<file path="config.mk">
export PLATFORM = sky130hd
export DESIGN_NAME = cola_llamadas_externas
export DESIGN_NICKNAME = d
export VERILOG_FILES = /design/src/rtl/cola_pkg.sv /design/src/rtl/cola_mem_ram.sv /design/src/rtl/cola_llamadas_externas.sv
export SDC_FILE = /design/constraint.sdc
export NUM_CORES = 1
export LEC_CHECK = 0
export CAP_MARGIN = 20
export CORE_MARGIN = 8
export CORE_UTILIZATION = 44
export DETAILED_ROUTE_END_ITERATION = 8
export PLACE_DENSITY = 0.74
export SYNTH_ARGS = -nofsm -noshare
export SYNTH_HDL_FRONTEND = slang
export SYNTH_SLANG_ARGS = --single-unit
</file>
<file path="constraint.sdc">
create_clock -name clk -period 5.3 [get_ports clk]
set_clock_uncertainty 0.05 [all_clocks]
set_input_delay 1.325 -clock clk [delete_from_list [all_inputs] [get_ports clk]]
set_output_delay 1.325 -clock clk [all_outputs]
set_load 0.01 [all_outputs]
</file>
<file path="src/rtl/cola_pkg.sv">
// Shared types and floor codes for the external call queue.
package cola_pkg;

  localparam int unsigned FLOOR_W = 2;

  typedef logic [FLOOR_W-1:0] piso_t;

  localparam piso_t PISO_MINUS_ONE = 2'b00;
  localparam piso_t PISO_ONE       = 2'b01;
  localparam piso_t PISO_TWO       = 2'b10;
  localparam piso_t PISO_THREE     = 2'b11;

endpackage

</file>
<file path="src/rtl/cola_mem_ram.sv">
// DEPTH x FLOOR_W register array: one write port, two combinational read ports, no reset.
module cola_mem_ram #(
  parameter int unsigned DEPTH   = 10,
  parameter int unsigned FLOOR_W = cola_pkg::FLOOR_W,
  parameter int unsigned PTR_W   = 4
) (
  input  logic               clk,
  input  logic               we,
  input  logic [PTR_W-1:0]   waddr,
  input  logic [FLOOR_W-1:0] wdata,
  input  logic [PTR_W-1:0]   raddr_head,
  output logic [FLOOR_W-1:0] rdata_head,
  input  logic [PTR_W-1:0]   raddr_peek,
  output logic [FLOOR_W-1:0] rdata_peek
);

  logic [FLOOR_W-1:0] mem [DEPTH];

  always_ff @(posedge clk) begin
    if (we) begin
      mem[waddr] <= wdata;
    end
  end

  assign rdata_head = mem[raddr_head];
  assign rdata_peek = mem[raddr_peek];

endmodule

</file>
<file path="src/rtl/cola_llamadas_externas.sv">
// FIFO of external floor calls with valid/ready pop and address-indexed peek.
// Define COLA_DEDUP_EN to drop pushes of a floor already waiting in the queue.
module cola_llamadas_externas #(
  parameter int unsigned DEPTH   = 10,
  parameter int unsigned FLOOR_W = cola_pkg::FLOOR_W,
  parameter int unsigned PTR_W   = 4
) (
  input  logic               clk,
  input  logic               rst_n,
  input  logic               llamada_valid,
  input  logic [FLOOR_W-1:0] llamada_piso,
  output logic               llamada_ready,
  output logic               destino_valid,
  output logic [FLOOR_W-1:0] destino,
  input  logic               destino_ready,
  input  logic [7:0]         address,
  output logic [23:0]        destino_peek,
  output logic [PTR_W:0]     count,
  output logic               lleno,
  output logic               vacio,
  output logic               desborde,
  output logic               duplicado
);

  localparam logic [PTR_W:0]   DepthCnt = (PTR_W + 1)'(DEPTH);
  localparam logic [PTR_W-1:0] LastPtr  = PTR_W'(DEPTH - 1);

  logic [PTR_W-1:0]   head_q, tail_q;
  logic [PTR_W:0]     count_q;
  logic               desborde_q;
  logic               push_ok, pop_ok, is_dup;
  logic [FLOOR_W-1:0] rd_head, rd_peek;
  logic [8:0]         peek_sum;
  logic [PTR_W-1:0]   peek_ptr;
  logic               peek_in_range;

  assign lleno         = (count_q == DepthCnt);
  assign vacio         = (count_q == '0);
  assign llamada_ready = !lleno;
  assign destino_valid = !vacio;
  assign count         = count_q;
  assign desborde      = desborde_q;

  assign pop_ok  = destino_valid && destino_ready;
  assign push_ok = llamada_valid && llamada_ready && !is_dup;

`ifdef COLA_DEDUP_EN
  localparam int unsigned NumFloors = 2 ** FLOOR_W;

  // Per-floor occupancy lets the duplicate check avoid scanning every entry.
  logic [PTR_W:0] occ_q [NumFloors];
  logic [PTR_W:0] occ_d [NumFloors];
  logic [PTR_W:0] occ_hit;
  logic           pop_same;
  logic           duplicado_q;

  assign occ_hit  = occ_q[llamada_piso];
  assign pop_same = pop_ok && (rd_head == llamada_piso);
  assign is_dup   = pop_same ? (occ_hit > (PTR_W + 1)'(1)) : (occ_hit != '0);

  always_comb begin
    for (int unsigned f = 0; f < NumFloors; f++) begin
      occ_d[f] = occ_q[f];
      if ((push_ok && llamada_piso == FLOOR_W'(f)) && !(pop_ok && rd_head == FLOOR_W'(f))) begin
        occ_d[f] = occ_q[f] + 1'b1;
      end else if (!(push_ok && llamada_piso == FLOOR_W'(f)) &&
                   (pop_ok && rd_head == FLOOR_W'(f))) begin
        occ_d[f] = occ_q[f] - 1'b1;
      end
    end
  end

  always_ff @(posedge clk or negedge rst_n) begin
    if (!rst_n) begin
      for (int unsigned f = 0; f < NumFloors; f++) begin
        occ_q[f] <= '0;
      end
      duplicado_q <= 1'b0;
    end else begin
      for (int unsigned f = 0; f < NumFloors; f++) begin
        occ_q[f] <= occ_d[f];
      end
      duplicado_q <= llamada_valid && llamada_ready && is_dup;
    end
  end

  assign duplicado = duplicado_q;
`else
  assign is_dup    = 1'b0;
  assign duplicado = 1'b0;
`endif

  always_ff @(posedge clk or negedge rst_n) begin
    if (!rst_n) begin
      head_q     <= '0;
      tail_q     <= '0;
      count_q    <= '0;
      desborde_q <= 1'b0;
    end else begin
      if (pop_ok) begin
        head_q <= (head_q == LastPtr) ? '0 : head_q + 1'b1;
      end
      if (push_ok) begin
        tail_q <= (tail_q == LastPtr) ? '0 : tail_q + 1'b1;
      end
      if (push_ok && !pop_ok) begin
        count_q <= count_q + 1'b1;
      end else if (pop_ok && !push_ok) begin
        count_q <= count_q - 1'b1;
      end
      if (llamada_valid && lleno) begin
        desborde_q <= 1'b1;
      end
    end
  end

  // address < count <= DEPTH, so a single subtraction is enough to wrap.
  assign peek_sum      = {1'b0, address} + 9'(head_q);
  assign peek_ptr      = PTR_W'((peek_sum >= 9'(DEPTH)) ? peek_sum - 9'(DEPTH) : peek_sum);
  assign peek_in_range = (9'(address) < 9'(count_q));

  assign destino      = vacio ? '0 : rd_head;
  assign destino_peek = peek_in_range ? 24'(rd_peek) : 24'h0;

  cola_mem_ram #(
    .DEPTH  (DEPTH),
    .FLOOR_W(FLOOR_W),
    .PTR_W  (PTR_W)
  ) u_mem (
    .clk       (clk),
    .we        (push_ok),
    .waddr     (tail_q),
    .wdata     (llamada_piso),
    .raddr_head(head_q),
    .rdata_head(rd_head),
    .raddr_peek(peek_ptr),
    .rdata_peek(rd_peek)
  );

endmodule
</file>
Word level (Yosys, flattened, before mapping):

Memories as Yosys holds them, arrays and structs flattened.
Cells that the tools add are included.

* add/sub/neg operators: 6
* multipliers: 0
* div/mod/pow operators: 0
* order comparisons: 2
* equality and inequality tests: 3
* shift operators: 0
* muxes and demuxes: 9
* bitwise gates (word level): 0
* reduce and logical (&&, ||, !) cells: 11

Operator list (count)
* 4-bit two-way mux: 3
* 5-bit two-way mux: 2
* 8-bit by 4-bit adder with 9-bit output: 1
* 9-bit by 4-bit >= comparator with 1-bit output (second input constant): 1
* 4-bit by 1-bit adder with 4-bit output (second input constant): 2
* 4-bit == test (second input constant): 2
* 8-bit by 5-bit less-than comparator with 1-bit output: 1
* 5-bit by 1-bit adder with 5-bit output (second input constant): 1
* 5-bit by 4-bit == test with 1-bit output (second input constant): 1
* 1-bit logical AND: 5
* 5-bit zero test: 1
* 5-bit by 1-bit subtractor with 5-bit output (second input constant): 1
* 1-bit zero test: 4
* 2-bit two-way mux: 2
* 4-bit subtractor (second input constant): 1
* 1-bit two-way mux: 2
* 2-bit nonzero test: 1

* bits in registers: 14
* bits in latches: 0
* memory bits (writable): 20
* bits in read-only memories: 0
* input bits: 14
* output and inout bits: 37
* logic and storage cells: 36
* memories kept: 1

Memory list
* u_mem.mem: words 10, bits a word 2, read ports 2, clocked after memory_dff 0, wr ports 1, line cola_mem_ram.sv:17 `logic [FLOOR_W-1:0] mem [DEPTH];`

Logic depth before layout (Yosys ltp):

Gate-level depths: netlist of run 1.

* word-level depth: 7
* depth in mapped cells: 12
* gate-level depth less buffers: 12

Cells and area by module:

A second synthesis of run 1 with hierarchy kept.

* cell total of the unflattened synthesis: 225
* area, all modules: 2389.8 um^2

By module, submodules not included
* cola_llamadas_externas: instances 1, cells an instance 155, area an instance 1355.0 um^2, seq. area each 350.3 um^2
* cola_mem_ram: instances 1, cells an instance 70, area an instance 1034.7 um^2, seq. area each 600.6 um^2

Least setup slack after synthesis of run 1:

No wires, ideal clock.

* path kind: input port to output port
* from: input address[0]
* to: output destino_peek[0]
* data arrival time: 3.503 ns
* path slack: 0.422 ns
* stages: 10
* path buffers: 0
* cell sequence: ha_1 > fa_1 > xor2_1 > inv_1 > ha_1 > o31ai_1 > a311oi_2 > mux2i_1 > nor2_1 > a211oi_1

* longest elaborated chain between the ends: 5

Ends and longest elaborated chain
* start, declared: line cola_llamadas_externas.sv:16 `input logic [7:0] address,`
* 8-bit by 4-bit adder with 9-bit output: line cola_llamadas_externas.sv:118 `assign peek_sum = {1'b0, address} + 9'(head_q);`
* 9-bit by 4-bit >= comparator with 1-bit output or 4-bit subtractor (tied branches): line cola_llamadas_externas.sv:119 `assign peek_ptr = PTR_W'((peek_sum >= 9'(DEPTH)) ? peek_sum - 9'(DEPTH) : peek_sum);`
* 4-bit two-way mux: line cola_llamadas_externas.sv:119
* memory 10 x 2 bit
* 2-bit two-way mux *: line cola_llamadas_externas.sv:123 `assign destino_peek = peek_in_range ? 24'(rd_peek) : 24'h0;`
* end, declared: line cola_llamadas_externas.sv:17 `output logic [23:0] destino_peek,`

Mark *: on every way between the ends. The rest lies on a longest branch, timed or not.

Worst setup path after layout of run 1:

* from: input address[2]
* to: output destino_peek[0]

The elaborated chain is that of the path after synthesis.

==> results of run 1 <==
==> cell usage after synthesis, types with 2 or more instances <==
library cell  number
buf_4             23
edfxtp_1          20
dfrtp_1           14
mux2i_1           14
ha_1              13
nand2_1           13
inv_1             11
nor2_1             8
nor3_1             8
o21ai_0            8
xnor2_1            8
a21o_1             7
a211oi_1           6
mux4_2             6
nand3_1            6
nor2b_1            6
a21oi_1            4
clkbuf_1           3
nand2b_1           3
a31oi_1            2
and3_1             2
fa_1               2
mux4_1             2
nor4_1             2
xor2_1             2
==> through the flow <==
| step | hold slack, ps | instance area, sq um | cells | setup slack (ps) | TNS (ps) |
|---|---|---|---|---|---|
| 2_1_floorplan | 443.2 | 2395 | 229 | 422.4 | 0 |
| 6_report | 417.9 | 2745 | 316 | 195.8 | 0 |
| 3_3_place_gp | 390.5 | 2636 | 307 | -339.7 | -674.1 |
| 5_1_grt | 438.7 | 2745 | 316 | 27.18 | 0 |
| 3_5_place_dp | 402.0 | 2636 | 307 | -428.7 | -844.7 |
| 4_1_cts | 420.9 | 2733 | 316 | 8.548 | 0 |
==> layer usage <==
layer,up-vias,routed length (microns),global-route usage
met3,4,343,0.03900
met4,0,27,0.03379
met1,754,2068,0.1461
li1,784,-,-
met5,-,0,0
met2,47,2163,0.1989
==> cell families after synthesis <==
family / synth area share
xor gates and xnor gates: 0.03788
other: 0.001622
AOI/OAI and AO/OA: 0.09794
adders and majority gates: 0.08766
DFF: 0.4113
and+or+nand+nor: 0.1109
muxes: 0.1466
buffers and inverters: 0.1061
==> cell type report <==
type | count | share of cell area
well taps | 70 | 0.03191
clock inverters | 1 | 0.001823
inverters | 11 | 0.01504
clock buffers | 7 | 0.03145
flip-flops and latches | 34 | 0.3464
multi-input cells | 155 | 0.4421
repair buffers | 38 | 0.1313
==> state kept, by name (all words and copies together), names as in the netlist <==
name and flops:
count 5, u_mem.mem 20, tail_q 4, desborde 1, head_q 4
==> power by group through the flow <==
stage / logic, W / registers (W) / clock network, W
floorplan: 0.000654 / 0.000429 / 0
global placement: 0.000861 / 0.000473 / 0
detailed placement: 0.000881 / 0.000480 / 0
CTS: 0.000885 / 0.000475 / 0.000198
global route: 0.000982 / 0.000494 / 0.000209
finish: 0.000890 / 0.000474 / 0.000192
==> worst max-delay path: stages <==
cell and delay [ps]:
clkdlybuf4s50_1 440, ha_1 380, xor2_2 200, inv_1 70
ha_2 170, o31ai_1 80, a311oi_2 330, buf_4 170
mux2i_1 180, nor2_1 60, a211oi_1 170, buf_2 170
==> worst max-delay path by stage <==
| stage | startpoint | end | slack, ps | depth (start not counted) |
|---|---|---|---|---|
| floorplan | address[0] | destino_peek[0] | 420 | 10 |
| global placement | address[0] | destino_peek[1] | -340 | 12 |
| detailed placement | address[0] | destino_peek[0] | -430 | 12 |
| CTS | address[0] | destino_peek[0] | 9 | 13 |
| global route | address[2] | destino_peek[0] | 30 | 12 |
| finish | address[2] | destino_peek[0] | 200 | 12 |
==> what timing repair did <==
action | in CTS | in global routing
endpoints found under the hold margin | 0 | 0
buffers inserted | 1 | 0
gates resized for setup | 8 | 6
pin swaps | 2 | 5
setup endpoints to repair | 2 | 2
==> results.yml, run 1 <==
worst_setup_path:
  worstSetupStartpointType: "input pin"
  critPathCaptureType: "primary output"
  worst-r2r-setup-slack_ps: 2580
  critPathRequiredTime_ps: 3920
  reg2reg_depth: 12
  r2r_start: "count[0]$_DFFE_PN0P_"
  critPathMaxFanout: 3
  worstPathArrival_ps: 3730
  r2r-end: "count[4]$_DFFE_PN0P_"
  path_class: "in -> out"
clock_tree:
  clock-sinks: 34
  cts_max_path_buffers: 2
  clock-root-buffer: "clkbuf_8"
  ctsHoldBuffers: 0
  cts_tree: "built"
  clk_latency_ps: 280
  htree_levels: 2
  cts-buffers-inserted: 5
  clk_pin_slew_ps: 70
layout:
  final_layout_size_suffix_gt1_frac: 0.1382
  nFillCells: 473
  num_antenna_cells: 0
  final_util: 0.5409
  multiInputGateArea_sq_um: 1214
  mostFrequentLayoutCells: "conb_1, clkdlybuf4s50_1, edfxtp_1"
  fin_nets: 274
  syn_to_final_growth_pct: 18.72
  regArea_sq_um: 950.9
power:
  p_leak_nw: 1.179
  power.total_w: 0.001556
  peakVddDrop_uv: 313.9
  p_per_area_nw_per_um2: 566.9
  netSwitchingFraction: 0.3868
  p_seq_frac: 0.304
  combPwrFrac: 0.572
  power_switching_w: 0.0006020
  internal-power_w: 0.0009543
  clock_power_share: 0.124
yosys:
  synthCells: 207
  synth_edf_count: 20
  synthFlopType: "edfxtp_1"
  async_reset_ff_frac: 0.4118
  ys_types: 39
  synthTopCellsByArea: "edfxtp_1, dfrtp_1, buf_4"
  synth_area_per_cell_sq_um: 11.17
  yosys.area.top_type: "edfxtp_1"
  synth_top_area_frac: 0.2597
  yosys_register_bits: 34
  synth_seq_area_share: 0.4113
  yosys_warnings: 0
  syn_area_sq_um: 2312
status:
  status: "complete, no violations"
global_routing:
  grt_util_all_layers: 0.1204
  grt_pass1_vias: 1542
  antenna_found_initial: 0
  grt_pass1_wl_microns: 7224
  grt_max_degree: 15
  grt-ovfl-total: 0
hold_path:
  hold-path-cell-count: 1
  holdPathEnd: "desborde$_DFFE_PN0P_"
  min_from: "desborde$_DFFE_PN0P_"
  hp-class: "reg -> reg"
detailed_routing:
  routed-via-count: 1589
  wl_microns: 4603
  drt-pass1-iter-count: 4
  post_drt_wl_per_cell_microns: 14.57
  drtIter0Drc: 55
  drc: 0
  ant_nets: 0
  avgViaCountPerCell: 5.028
floorplan:
  die_area_sq_um: 7830
  io_pins: 51
  fp.coreArea_sq_um: 5075
  chipWidth_microns: 88.49
  die_h_microns: 88.49
  row_count: 26
  start_util: 0.4556
placed_design:
  gp_congestion: 0.8074
  port-buffer-count: 27
  dpl.hpwl_microns: 3700
timing:
  setup_viol: 0
  final-hold-violation-count: 0
  maxSlewHeadroom: 0.5676
  final.period_utilization: 0.9631
  finalMaxSlewViolations: 0
  rsz0062_at_grt: "false"
  worst_pin_slew_ps: 646.5
  clock.fmax_mhz: 195.9
  period_minus_slack_ps: 5104
job:
  max_cap_violations: 0
Power figures use the tool's default switching activity.
==> run 2, diff against run 1 <==
--- a/config.mk
+++ b/config.mk
@@ -7,9 +7,10 @@
 export LEC_CHECK = 0
 export CAP_MARGIN = 20
 export CORE_MARGIN = 8
-export CORE_UTILIZATION = 44
+export CORE_UTILIZATION = 40
 export DETAILED_ROUTE_END_ITERATION = 8
-export PLACE_DENSITY = 0.74
+export GPL_TIMING_DRIVEN = 0
+export PLACE_DENSITY = 0.69
 export SYNTH_ARGS = -nofsm -noshare
 export SYNTH_HDL_FRONTEND = slang
 export SYNTH_SLANG_ARGS = --single-unit
==> constraint.sdc (replaced) <==
create_clock -name clk -period 4.8 [get_ports clk]
set_clock_uncertainty 0.05 [all_clocks]
set_input_delay 1.2 -clock clk [delete_from_list [all_inputs] [get_ports clk]]
set_output_delay 1.2 -clock clk [all_outputs]
set_load 0.01 [all_outputs]
==> results.yml, run 2 (synthesis results as in run 1) <==
layout:
  regMostFlops: "u_mem.mem"
  final_cells: 341
  num_antenna_cells: 0
  mostFrequentLayoutCells: "buf_4, conb_1, clkdlybuf4s50_1"
  largest_reg_flops: 20
  fin_nets: 297
  final_common_cell: "buf_4"
  final_layout_size_suffix_gt1_frac: 0.2082
  syn_to_final_growth_pct: 26.03
  top_regs: "u_mem.mem: 20 flops, count: 5 flops"
  nFillCells: 503
timing:
  period_minus_slack_ps: 4652
  worst_pin_slew_ps: 645.2
  rsz0062_at_grt: "false"
  finalMaxSlewViolations: 0
  maxSlewHeadroom: 0.5685
  whs_ps: 415.3
  setup_viol: 0
  final.period_utilization: 0.9692
  clock.fmax_mhz: 215.0
  final-hold-violation-count: 0
clock_tree:
  htree_levels: 2
  cts_tree: "built"
  cts_max_path_buffers: 2
  clk_latency_ps: 280
  cts-buffers-inserted: 5
  clock-sinks: 34
  clk_pin_slew_ps: 60
  ctsHoldBuffers: 0
  clock-root-buffer: "clkbuf_8"
global_routing:
  grt_pass1_vias: 1576
  grt-ovfl-total: 0
  grt_pass1_wl_microns: 7852
  antenna_found_initial: 0
  grt_util_all_layers: 0.1155
  grt_max_degree: 15
floorplan:
  row_count: 27
  die_h_microns: 92.03
  start_util: 0.4173
  fp.coreArea_sq_um: 5540
  chipWidth_microns: 92.03
  die_area_sq_um: 8470
  io_pins: 51
detailed_routing:
  routed-via-count: 1636
  wl_microns: 4804
  drtIter0Drc: 53
  drt-pass1-iter-count: 4
  drc: 0
  post_drt_wl_per_cell_microns: 14.09
  ant_nets: 0
  avgViaCountPerCell: 4.798
power:
  power.total_w: 0.001742
  p_leak_nw: 1.272
  peakVddDrop_uv: 312.4
  p_per_area_nw_per_um2: 597.9
worst_setup_path:
  r2r_start: "count[0]$_DFFE_PN0P_"
  worstPathArrival_ps: 3400
  worst-r2r-setup-slack_ps: 2050
  worstSetupStartpointType: "input pin"
  critPathCaptureType: "primary output"
  reg2reg_depth: 12
  r2r-end: "count[4]$_DFFE_PN0P_"
  critPathMaxFanout: 5
  path_class: "in -> out"
  critPathRequiredTime_ps: 3550
status:
  status: "complete, no violations"
placed_design:
  gp_congestion: 0.7705
  dpl.hpwl_microns: 3762
  port-buffer-count: 27
  dp.cells: 328
job:
  max_cap_violations: 0
hold_path:
  holdPathEnd: "desborde$_DFFE_PN0P_"
  min_from: "desborde$_DFFE_PN0P_"
  hold-path-cell-count: 1
  hp-class: "reg -> reg"
==> run 2: layout make-up <==
| class | instances | area (sq um) | area share |
|---|---|---|---|
| Multi-Input combinational cell | 155 | 1257 | 0.4315 |
| Sequential cell | 34 | 950.9 | 0.3263 |
| Timing Repair Buffer | 32 | 290.3 | 0.09961 |
| Buffer | 29 | 203.9 | 0.06999 |
| Tap cell | 72 | 90.09 | 0.03091 |
| Clock buffer | 8 | 80.08 | 0.02748 |
| Inverter | 11 | 41.29 | 0.01417 |
==> run 2: critical path, cell delays in order <==
cell and delay (ps):
clkdlybuf4s50_1 440, ha_1 370, a31oi_1 210, a31oi_1 100
a311oi_2 300, buf_4 160, mux2i_1 180, nor2_1 50
a211oi_1 210, buf_2 170
==> run 2: worst max path at each step <==
stage          cells after the start  startpoint  slack, ps         endpoint
2_1_floorplan                     10  address[0]        170  destino_peek[0]
3_3_place_gp                      12  address[0]       -860  destino_peek[0]
3_5_place_dp                      12  address[0]       -910  destino_peek[0]
4_1_cts                           10  address[2]          8  destino_peek[0]
5_1_grt                           10  address[3]        0.2  destino_peek[0]
6_report                          10  address[3]        150  destino_peek[0]
==> run 2: through the flow <==
step                cell area (sq um)  worst slack (ps)  utilization  setup TNS (ps)
floorplan                        2395             172.4            -               0
detailed placement               2755            -910.8       0.4973           -1803
CTS                              2912             7.956       0.5255               0
global placement                 2755            -859.4       0.4973           -1715
finish                           2914             148.0       0.5260               0
global route                     2914            0.1503       0.5260               0
==> run 2: layer usage <==
layer	wire length, microns	up-vias	GRT usage
met5	0	-	0
met4	76	0	0.04966
met3	294	8	0.03749
met2	2233	38	0.1836
met1	2200	764	0.1404
li1	-	826	-
==> run 2: where the power goes <==
group / total (W) / leakage, nW / internal (W) / switching, W
clock: 0.000195 / 0.0395 / 0.000103 / 0.0000923
combinational: 0.00106 / 0.885 / 0.000562 / 0.000502
sequential: 0.000483 / 0.348 / 0.000393 / 0.0000899
total: 0.00174 / 1.27 / 0.00106 / 0.000684
==> run 2: repair_timing <==
action / 4_1_cts / 5_1_grt
endpoints found under the setup margin: 2 / 2
gates resized for setup: 21 / 5
pin swaps: 6 / 3
buffers inserted: 4 / 1
cloned: 0 / 0
==> run 3, diff against run 2 <==
--- a/config.mk
+++ b/config.mk
@@ -6,7 +6,6 @@
 export NUM_CORES = 1
 export LEC_CHECK = 0
 export CAP_MARGIN = 20
-export CORE_MARGIN = 8
 export CORE_UTILIZATION = 40
 export DETAILED_ROUTE_END_ITERATION = 8
 export GPL_TIMING_DRIVEN = 0
==> constraint.sdc (replaced) <==
create_clock -name clk -period 5.7 [get_ports clk]
set_clock_uncertainty 0.05 [all_clocks]
set_input_delay 1.425 -clock clk [delete_from_list [all_inputs] [get_ports clk]]
set_output_delay 1.425 -clock clk [all_outputs]
set_load 0.01 [all_outputs]
==> results.yml, run 3 (synthesis results as in run 1) <==
floorplan:
  fp.coreArea_sq_um: 5540
  die_h_microns: 78.03
  start_util: 0.4173
  chipWidth_microns: 78.03
  row_count: 27
  io_pins: 51
  die_area_sq_um: 6089
power:
  p_leak_nw: 1.248
  netSwitchingFraction: 0.3930
  power_switching_w: 0.0005687
  peakVddDrop_uv: 349.9
  internal-power_w: 0.0008785
  p_seq_frac: 0.278
  combPwrFrac: 0.599
  clock_power_share: 0.123
  p_per_area_nw_per_um2: 502.9
placed_design:
  post-place-ws_ps: -438.0
  dp.cells: 328
  gp_congestion: 0.7710
  dpl.hpwl_microns: 3373
  port-buffer-count: 27
global_routing:
  grt_max_degree: 15
  antenna_found_initial: 0
  grt_pass1_wl_microns: 6831
  grt-ovfl-total: 0
  grt_pass1_vias: 1483
  grt_util_all_layers: 0.1443
timing:
  final.period_utilization: 0.9647
  rsz0062_at_grt: "false"
  setup_viol: 0
  clock.fmax_mhz: 181.9
  worst_pin_slew_ps: 651.5
  finalMaxSlewViolations: 0
  period_minus_slack_ps: 5499
  final-hold-violation-count: 0
  layout_setup_ws_ps: 201.4
  whs_ps: 420.4
  maxSlewHeadroom: 0.5643
layout:
  final_util: 0.5194
  final_cells: 337
  fin_nets: 293
  num_antenna_cells: 0
  final_common_cell: "clkdlybuf4s50_1"
  mostFrequentLayoutCells: "clkdlybuf4s50_1, buf_4, conb_1"
  syn_to_final_growth_pct: 24.46
  largest_reg_flops: 20
  final_layout_size_suffix_gt1_frac: 0.1925
  top_regs: "u_mem.mem: 20 flops, count: 5 flops"
  regMostFlops: "u_mem.mem"
detailed_routing:
  post_drt_wl_per_cell_microns: 12.66
  ant_nets: 0
  avgViaCountPerCell: 4.831
  drtIter0Drc: 46
  drc: 0
  routed-via-count: 1628
  wl_microns: 4265
  drt-pass1-iter-count: 4
worst_setup_path:
  critPathMaxFanout: 4
  r2r_start: "count[0]$_DFFE_PN0P_"
  critPathRequiredTime_ps: 4220
  worstPathArrival_ps: 4020
  path_class: "in -> out"
  critPathCaptureType: "primary output"
  worstSetupStartpointType: "input pin"
  reg2reg_depth: 12
  r2r-end: "count[4]$_DFFE_PN0P_"
  worst-r2r-setup-slack_ps: 2950
clock_tree:
  cts-buffers-inserted: 5
  clk_latency_ps: 280
  clock-root-buffer: "clkbuf_8"
  clk_pin_slew_ps: 60
  clock-sinks: 34
  cts_tree: "built"
  htree_levels: 2
  cts_max_path_buffers: 2
hold_path:
  min_from: "desborde$_DFFE_PN0P_"
  hold-path-cell-count: 1
  holdPathEnd: "desborde$_DFFE_PN0P_"
  hp-class: "reg -> reg"
job:
  max_cap_violations: 0
status:
  status: "complete, no violations"
-- run 3: cell types whose count changed in the layout (fill, tap and decap cells not counted), sizes merged --
cell	before	now
dlymetal6s2s	1	0
buf	33	29
clkdlybuf4s50	22	25
clkbuf	13	11
-- run 3: routing by layer --
metal	global-route usage	wire length, microns	vias up
met1	0.1878	1947	766
met5	0	0	-
met4	0.04815	38	0
met2	0.2363	2092	39
met3	0.03488	186	5
li1	-	-	818
-- run 3: repair_timing --
action / CTS / global route
hold buffers: 0 / 0
endpoints found under the setup margin: 2 / 2
pin swaps: 1 / 2
setup buffers: 0 / 1
gates resized for setup: 8 / 8
-- run 3: worst max-delay path, cell delays in order --
cell	delay (ps)
clkdlybuf4s50_1	430
ha_2	220
fa_2	390
xor2_2	220
inv_1	110
ha_4	150
o31ai_1	90
a311oi_2	360
mux2i_1	220
nor2_1	60
a211oi_2	190
buf_2	150
-- run 3: how the worst max path moves through the flow --
stage               startpoint               to  slack (ps)  cells past startpoint
finish              address[0]  destino_peek[1]         200                     12
global route        address[0]  destino_peek[1]           2                     12
CTS                 address[0]  destino_peek[0]           7                     12
detailed placement  address[0]  destino_peek[1]        -440                     11
global placement    address[0]  destino_peek[0]        -400                     12
floorplan           address[0]  destino_peek[0]         620                     10
-- run 3: cell type report --
| cell class | instances | area [sq um] |
|---|---|---|
| inverters | 11 | 41.29 |
| well taps | 72 | 90.09 |
| flip-flops and latches | 34 | 950.9 |
| multi-input cells | 155 | 1234 |
| repair buffers | 28 | 267.8 |
| clock buffers | 8 | 90.09 |
| plain buffers | 29 | 203.9 |
| fillers | 500 | 2663 |
-- run 3: power groups by stage --
| stage | sequential [W] | clock [W] | combinational, W |
|---|---|---|---|
| floorplan | 0.000399 | 0 | 0.000608 |
| global placement | 0.000405 | 0 | 0.000803 |
| detailed placement | 0.000407 | 0 | 0.000824 |
| CTS | 0.000402 | 0.000182 | 0.000841 |
| global route | 0.000414 | 0.000192 | 0.000950 |
| finish | 0.000403 | 0.000178 | 0.000867 |
-- run 3: per-stage QoR --
step / instance area [sq um] / setup TNS, ps / total power [W]
6_report: 2878 / 0 / 0.001447
3_3_place_gp: 2755 / -804.1 / 0.001208
4_1_cts: 2858 / 0 / 0.001425
5_1_grt: 2878 / 0 / 0.001556
3_5_place_dp: 2755 / -848.5 / 0.001231
2_1_floorplan: 2395 / 0 / 0.001007
